### config.mk
export PLATFORM = sky130hd
export DESIGN_NAME = spi_master_engine
export DESIGN_NICKNAME = d
export VERILOG_FILES = /design/src/rtl/spi_master_engine.sv
export SDC_FILE = /design/constraint.sdc
export NUM_CORES = 1
export LEC_CHECK = 0
export ABC_AREA = 0
export CORE_MARGIN = 2
export CORE_UTILIZATION = 56
export DETAILED_ROUTE_END_ITERATION = 10
export HOLD_SLACK_MARGIN = 0.06
export PLACE_DENSITY_LB_ADDON = 0.3
export SLEW_MARGIN = 10
export SYNTH_ARGS = -nofsm -noshare
export SYNTH_HDL_FRONTEND = slang
export SYNTH_SLANG_ARGS = --single-unit
### constraint.sdc
create_clock -name clk -period 5.62 [get_ports clk]
set_input_delay 1.405 -clock clk [delete_from_list [all_inputs] [get_ports clk]]
set_output_delay 1.405 -clock clk [all_outputs]
set_load 0.005 [all_outputs]
### src/rtl/spi_master_engine.sv
// ---------------------------------------------------------------------------
// spi_master_engine
//
// Purpose:
//   SPI master transfer engine. A 0->1 edge on start_op (seen while idle)
//   latches tx_data and the control fields into shadow registers. The engine
//   then runs one DATA_W-bit full-duplex transfer on sclk/mosi/miso/ss_n.
//   busy reports activity. done pulses for one cycle at completion.
//   rx_data returns the received word when ctrl_rd was set at start.
//
// Ports:
//   clk            in   system clock
//   reset          in   asynchronous, active-low reset
//   tx_data        in   word to transmit (latched at start)
//   ctrl_cpol      in   sclk idle level
//   ctrl_cpha      in   0: sample on leading edge, 1: sample on trailing edge
//   ctrl_order     in   0: MSB first, 1: LSB first (tx and rx)
//   ctrl_slave_en  in   bit i=1 drives ss_n[i] low during the transfer
//   ctrl_rd        in   1: capture received word into rx_data at the end
//   ctrl_scks      in   sclk half-period H = 2^ctrl_scks clk cycles
//   start_op       in   level; a transfer starts on its 0->1 edge
//   miso           in   serial data from slave (synchronous to clk)
//   sclk           out  serial clock
//   mosi           out  serial data to slave
//   ss_n           out  active-low slave selects
//   rx_data        out  last received word
//   busy           out  1 whenever the engine is not idle
//   done           out  1-cycle completion pulse
//
// Handshake: start_op is a level; only its rising edge seen in IDLE starts a
//   transfer. Rises while busy are dropped, not queued. busy rises the cycle
//   after the edge is seen and falls after the done pulse.
// ---------------------------------------------------------------------------
module spi_master_engine #(
    parameter int DATA_W = 32,
    parameter int NUM_SS = 4
) (
    input  logic              clk,
    input  logic              reset,
    input  logic [DATA_W-1:0] tx_data,
    input  logic              ctrl_cpol,
    input  logic              ctrl_cpha,
    input  logic              ctrl_order,
    input  logic [NUM_SS-1:0] ctrl_slave_en,
    input  logic              ctrl_rd,
    input  logic [1:0]        ctrl_scks,
    input  logic              start_op,
    input  logic              miso,
    output logic              sclk,
    output logic              mosi,
    output logic [NUM_SS-1:0] ss_n,
    output logic [DATA_W-1:0] rx_data,
    output logic              busy,
    output logic              done
);

    // Half-period index counter covers 2*DATA_W half-periods.
    localparam int HP_W = $clog2(2 * DATA_W);
    localparam logic [HP_W-1:0] HP_LAST = HP_W'(2 * DATA_W - 1);
    localparam logic [HP_W-1:0] HP_ONE  = HP_W'(1);

    typedef enum logic [2:0] {
        ST_IDLE  = 3'd0,
        ST_SETUP = 3'd1,
        ST_SHIFT = 3'd2,
        ST_HOLD  = 3'd3,
        ST_DONE  = 3'd4
    } state_t;

    state_t            state_q, state_d;
    logic              start_prev_q, start_prev_d;
    logic [DATA_W-1:0] shift_q, shift_d;
    logic              cpol_q, cpol_d;
    logic              cpha_q, cpha_d;
    logic              order_q, order_d;
    logic [NUM_SS-1:0] slave_en_q, slave_en_d;
    logic              rd_q, rd_d;
    logic [1:0]        scks_q, scks_d;
    logic [2:0]        tmr_q, tmr_d;
    logic [HP_W-1:0]   hp_q, hp_d;
    logic              sclk_q, sclk_d;
    logic              mosi_q, mosi_d;
    logic [DATA_W-1:0] rx_data_q, rx_data_d;

    logic start_rise;
    logic tmr_end;
    logic lead_edge;
    logic trail_edge;
    logic sample_now;
    logic drive_now;

    // Reload value of the per-half-period cycle timer (H-1).
    function automatic logic [2:0] half_minus_one(input logic [1:0] scks);
        case (scks)
            2'd0:    return 3'd0;
            2'd1:    return 3'd1;
            2'd2:    return 3'd3;
            default: return 3'd7;
        endcase
    endfunction

    always_ff @(posedge clk or negedge reset) begin
        if (!reset) begin
            state_q      <= ST_IDLE;
            // A level already high at reset release must not look like an edge.
            start_prev_q <= 1'b1;
            shift_q      <= '0;
            cpol_q       <= 1'b0;
            cpha_q       <= 1'b0;
            order_q      <= 1'b0;
            slave_en_q   <= '0;
            rd_q         <= 1'b0;
            scks_q       <= 2'd0;
            tmr_q        <= 3'd0;
            hp_q         <= '0;
            sclk_q       <= 1'b0;
            mosi_q       <= 1'b0;
            rx_data_q    <= '0;
        end else begin
            state_q      <= state_d;
            start_prev_q <= start_prev_d;
            shift_q      <= shift_d;
            cpol_q       <= cpol_d;
            cpha_q       <= cpha_d;
            order_q      <= order_d;
            slave_en_q   <= slave_en_d;
            rd_q         <= rd_d;
            scks_q       <= scks_d;
            tmr_q        <= tmr_d;
            hp_q         <= hp_d;
            sclk_q       <= sclk_d;
            mosi_q       <= mosi_d;
            rx_data_q    <= rx_data_d;
        end
    end

    always_comb begin
        state_d      = state_q;
        start_prev_d = start_op;
        shift_d      = shift_q;
        cpol_d       = cpol_q;
        cpha_d       = cpha_q;
        order_d      = order_q;
        slave_en_d   = slave_en_q;
        rd_d         = rd_q;
        scks_d       = scks_q;
        tmr_d        = tmr_q;
        hp_d         = hp_q;
        sclk_d       = sclk_q;
        mosi_d       = mosi_q;
        rx_data_d    = rx_data_q;

        start_rise = start_op & ~start_prev_q;
        tmr_end    = (tmr_q == 3'd0);

        // Half-period k = HP_LAST - hp_q. Leaving SETUP opens half-period 0
        // (leading edge of bit 0). Inside SHIFT, the boundary that opens an
        // even half-period is a leading edge and an odd one a trailing edge.
        // The boundary at hp_q == 0 ends SHIFT with no sclk edge.
        lead_edge  = tmr_end &&
                     ((state_q == ST_SETUP) ||
                      ((state_q == ST_SHIFT) && (hp_q != '0) && !hp_q[0]));
        trail_edge = tmr_end && (state_q == ST_SHIFT) && hp_q[0];

        sample_now = (lead_edge && !cpha_q) || (trail_edge && cpha_q);
        // With cpha=0 the trailing edge of the last bit drives nothing, so
        // mosi keeps the last bit through HOLD.
        drive_now  = (lead_edge && cpha_q) ||
                     (trail_edge && !cpha_q && (hp_q != HP_ONE));

        case (state_q)
            ST_IDLE: begin
                sclk_d = ctrl_cpol;
                if (start_rise) begin
                    shift_d    = tx_data;
                    cpol_d     = ctrl_cpol;
                    cpha_d     = ctrl_cpha;
                    order_d    = ctrl_order;
                    slave_en_d = ctrl_slave_en;
                    rd_d       = ctrl_rd;
                    scks_d     = ctrl_scks;
                    tmr_d      = half_minus_one(ctrl_scks);
                    hp_d       = HP_LAST;
                    // cpha=0 needs the first bit on the line before the
                    // leading edge samples it.
                    if (!ctrl_cpha) begin
                        mosi_d = ctrl_order ? tx_data[0] : tx_data[DATA_W-1];
                    end
                    state_d = ST_SETUP;
                end
            end
            ST_SETUP: begin
                if (tmr_end) begin
                    tmr_d   = half_minus_one(scks_q);
                    state_d = ST_SHIFT;
                end else begin
                    tmr_d = tmr_q - 3'd1;
                end
            end
            ST_SHIFT: begin
                if (tmr_end) begin
                    tmr_d = half_minus_one(scks_q);
                    if (hp_q == '0) begin
                        state_d = ST_HOLD;
                    end else begin
                        hp_d = hp_q - HP_ONE;
                    end
                end else begin
                    tmr_d = tmr_q - 3'd1;
                end
            end
            ST_HOLD: begin
                sclk_d = cpol_q;
                if (tmr_end) begin
                    state_d = ST_DONE;
                end else begin
                    tmr_d = tmr_q - 3'd1;
                end
            end
            ST_DONE: begin
                if (rd_q) begin
                    rx_data_d = shift_q;
                end
                state_d = ST_IDLE;
            end
            default: begin
                state_d = ST_IDLE;
            end
        endcase

        if (lead_edge || trail_edge) begin
            sclk_d = ~sclk_q;
        end

        // One register serves both directions: tx bits leave at one end while
        // rx bits enter at the other, so after DATA_W samples it holds the
        // received word with the same significance as tx_data.
        if (drive_now) begin
            mosi_d = order_q ? shift_q[0] : shift_q[DATA_W-1];
        end
        if (sample_now) begin
            shift_d = order_q ? {miso, shift_q[DATA_W-1:1]}
                              : {shift_q[DATA_W-2:0], miso};
        end
    end

    assign sclk    = sclk_q;
    assign mosi    = mosi_q;
    assign rx_data = rx_data_q;
    assign busy    = (state_q != ST_IDLE);
    assign done    = (state_q == ST_DONE);
    assign ss_n    = ((state_q == ST_SETUP) || (state_q == ST_SHIFT) ||
                      (state_q == ST_HOLD)) ? ~slave_en_q : {NUM_SS{1'b1}};

endmodule

==> results.ini <==
[pwr]
power_frac_clock = 0.189
power.density_nw_per_um2 = 477
p_int_w = 0.00173
power_w = 0.00270
p_leak_nw = 2.87
p_comb_frac = 0.373
ir_drop_uv = 214
switching_share = 0.360
p_sw_w = 0.000971
pwr-share-seq = 0.438

[logic_synthesis]
syn_nets = 408
yosysTopAreaCell = dfrtp_1
synth_area_leaders = dfrtp_1, mux2i_1, mux2_1
synth_top_area_frac = 0.488
yosysSeqAreaShare = 0.494
yosysUniqueCellTypes = 50
ys_seq_elements = 89
yosys_warnings = 0
netlist_instances = 357
synth.avg_cell_area_um2 = 12.6
synth_area_um2 = 4510

[cts]
cts_hold_buf = 0
clk_pin_slew_ns = 0.09
clock_sinks = 89
postCtsSetupRepairBufs = 0
cts_inserted_buffers = 9
clockRootBuffer = clkbuf_8
h-tree-depth = 3
cts_resized = 0
clk_latency_ns = 0.36
clockBufferDepth = 2
cts_tree = built

[critical_path]
critical_path.slowest_cell = dfrtp_1
cp-end-kind = primary output
critPathTopFamily = simple AND/OR/NAND/NOR gates
crit_arrival_ns = 2.18
max_stage_delay_ns = 0.54
required_ns = 4.22
startpoint_type = flop
worstSetupPathType = flop to primary output
crit_fanout = 15
path_buf_inv = 1
crit_chain = nor2_1, nor2_1, nand2_1, clkdlybuf4s50_1
cpMostUsedCell = nor2_1

[global_routing]
antenna_found_initial = 0
grt_max_degree = 53
grt_pass1_wl_um = 15400
globalRouteOverflowTotal = 0
grt_pass1_vias = 3103
grt.total_usage = 0.225

[sta]
setup-violations-final = 0
fmax_ghz = 0.279
hold_viol_final = 0
maxSlewViolCount = 0
fin_skew_ns = 0.0117
slew_headroom = 0.345
fin_crit_ns = 3.58
tns_ns = 0
tightest_slew_ns = 0.982
rsz0062_at_grt = no
post-route-period-util = 0.638

[routing]
drt_first_pass_iters = 4
wl_per_cell_um = 17.6
vias_per_cell = 5.84
ant_nets = 0
via_count = 3173
wirelength_um = 9560
drt-initial-drc-count = 122
drcViolationCount = 0

[worst_hold_path]
hold_path_class = flop to flop

[die]
dieArea_um2 = 8790
fp.dieH_um = 93.8
fp-row-count = 32
die_x_um = 93.8
core_area_um2 = 7770
start_util = 0.581
io-pin-count = 86

[finish]
layout-drive-gt1-share = 0.0748
diodes = 0
synthToLayoutAreaGrowth_pct = 25.3
final_nets = 487

[job]
max-cap-violations = 0

[placement]
hpwl_um = 6500
gp_congestion = 0.843
port_buffers = 85

[outcome]
status = completed

[path summary, 6_finish.rpt]
path                                           end               startpoint  cells past startpoint  slack (ns)
max reg2reg                     cpol_q$_DFFE_PN0P_   state_q[2]$_DFFE_PN0P_                      4        3.03
min reg2reg                rx_data[16]$_DFFE_PN0P_  rx_data[16]$_DFFE_PN0P_                      1        0.49
min in group asynchronous     tmr_q[0]$_DFFE_PN0P_                    reset                      1        1.00
max in group asynchronous      hp_q[3]$_DFFE_PN0P_                    reset                      2        3.59
max                                        ss_n[3]   state_q[1]$_DFFE_PN0P_                      4        2.04
min                        rx_data[16]$_DFFE_PN0P_  rx_data[16]$_DFFE_PN0P_                      1        0.49
[Yosys cell counts (all sizes together)]
| cell type | count |
|---|---|
| dfstp | 1 |
| o21a | 1 |
| o221ai | 1 |
| nand2 | 15 |
| nor2 | 12 |
| a2111oi | 2 |
| mux2i | 100 |
| a311oi | 1 |
| or4b | 1 |
| xor2 | 1 |
| nor3 | 6 |
| and3 | 1 |
| o311a | 1 |
| nand2b | 5 |
| or2 | 2 |
| nor4 | 1 |
| and2 | 2 |
| buf | 12 |
| a21oi | 5 |
| o22a | 1 |
| o211ai | 2 |
| o22ai | 3 |
| o2111ai | 1 |
| clkbuf | 9 |
| a21o | 1 |
| or3b | 2 |
| o311ai | 1 |
| o31ai | 1 |
| o41a | 1 |
| nand4 | 1 |
| and4 | 3 |
| mux2 | 47 |
| dfrtp | 88 |
| a211oi | 2 |
| ha | 5 |
| inv | 6 |
| nor3b | 2 |
| o21ai | 6 |
| a31oi | 1 |
| nor4b | 1 |
| or3 | 1 |
| a221oi | 1 |
| a221o | 1 |
[layer usage]
| metal | share of wire | wire [um] | track usage |
|---|---|---|---|
| met1 | 0.44 | 4220 | 0.303 |
| met2 | 0.47 | 4540 | 0.357 |
| met3 | 0.070 | 673 | 0.0482 |
| met4 | 0.014 | 138 | 0.0906 |
| met5 | 0 | 0 | 0 |
[logic make-up (layout without fill, tap and decap cells)]
family | count (synthesis) | in the layout | share of synthesized area
xor+xnor | 1 | 1 | 0.00194
fa+ha+maj | 5 | 5 | 0.0139
mux | 147 | 147 | 0.339
simple gates | 55 | 55 | 0.0677
compound gates | 33 | 33 | 0.0541
buf+inv | 27 | 111 | 0.0294
flops | 89 | 89 | 0.494
[cells in the final DEF, fill, tap and decap left out, types with 2 or more instances in the layout]
cell type / synthesis / final
a211oi_1: 2 / 2
a21oi_1: 5 / 5
and2_1: 2 / 2
and4_1: 3 / 3
buf_4: 0 / 5
bufinv_16: 0 / 2
clkbuf_8: 0 / 11
clkdlybuf4s50_1: 0 / 84
dfrtp_1: 88 / 87
ha_1: 5 / 5
inv_1: 6 / 6
inv_6: 0 / 2
mux2_1: 42 / 42
mux2_2: 5 / 5
mux2i_1: 100 / 100
nand2_1: 15 / 15
nand2b_1: 5 / 5
nor2_1: 12 / 12
nor3_1: 6 / 6
nor3b_1: 2 / 2
o211ai_1: 2 / 2
o21ai_0: 2 / 2
o21ai_1: 3 / 3
o22ai_1: 3 / 3
[per-stage QoR]
step / std cells / area, um^2 / util / hold slack, ns / setup WS (ns)
after floorplan: 357 / 4510 / - / 0.456 / 2.95
after global placement: 527 / 5420 / 0.697 / 0.467 / 2.14
after detailed placement: 527 / 5420 / 0.697 / 0.475 / 2.07
after CTS: 543 / 5650 / 0.728 / 0.496 / 2.04
after global routing: 543 / 5650 / 0.728 / 0.513 / 1.82
final: 543 / 5650 / 0.728 / 0.490 / 2.04
[final cells by class]
type                       instances  area [um^2]
clock buffer                      11          151
clock inverter                     5         85.1
fill                             552         2110
inverter                           6         22.5
multi-input combinational        241         2160
sequential                        89         2230
tap                              102          128
timing repair buffer              89          878
[flip-flops by register name (all words and copies together) (netlist names)]
signal	flops
mosi	1
sclk	1
cpha_q	1
slave_en_q	4
start_prev_q	1
rx_data	32
scks_q	2
order_q	1
state_q	3
shift_q	32
hp_q	6
tmr_q	3
cpol_q	1
rd_q	1
[power groups by stage]
stage | combinational (W) | clock [W] | sequential, W
6_report | 0.00101 | 0.000511 | 0.00118
3_5_place_dp | 0.00101 | 0 | 0.00119
5_1_grt | 0.00111 | 0.000545 | 0.00122
2_1_floorplan | 0.000784 | 0 | 0.00104
4_1_cts | 0.00101 | 0.000518 | 0.00117
3_3_place_gp | 0.000953 | 0 | 0.00118
[worst reg2reg max path: cells and delay by family (launching register included)]
| family | cells | cell delay, ns |
|---|---|---|
| buf+inv | 1 | 0.38 |
| flops | 1 | 0.62 |
| simple gates | 2 | 1.08 |
| mux | 1 | 0.38 |
No activity file was read; power rests on OpenSTA's default activity.
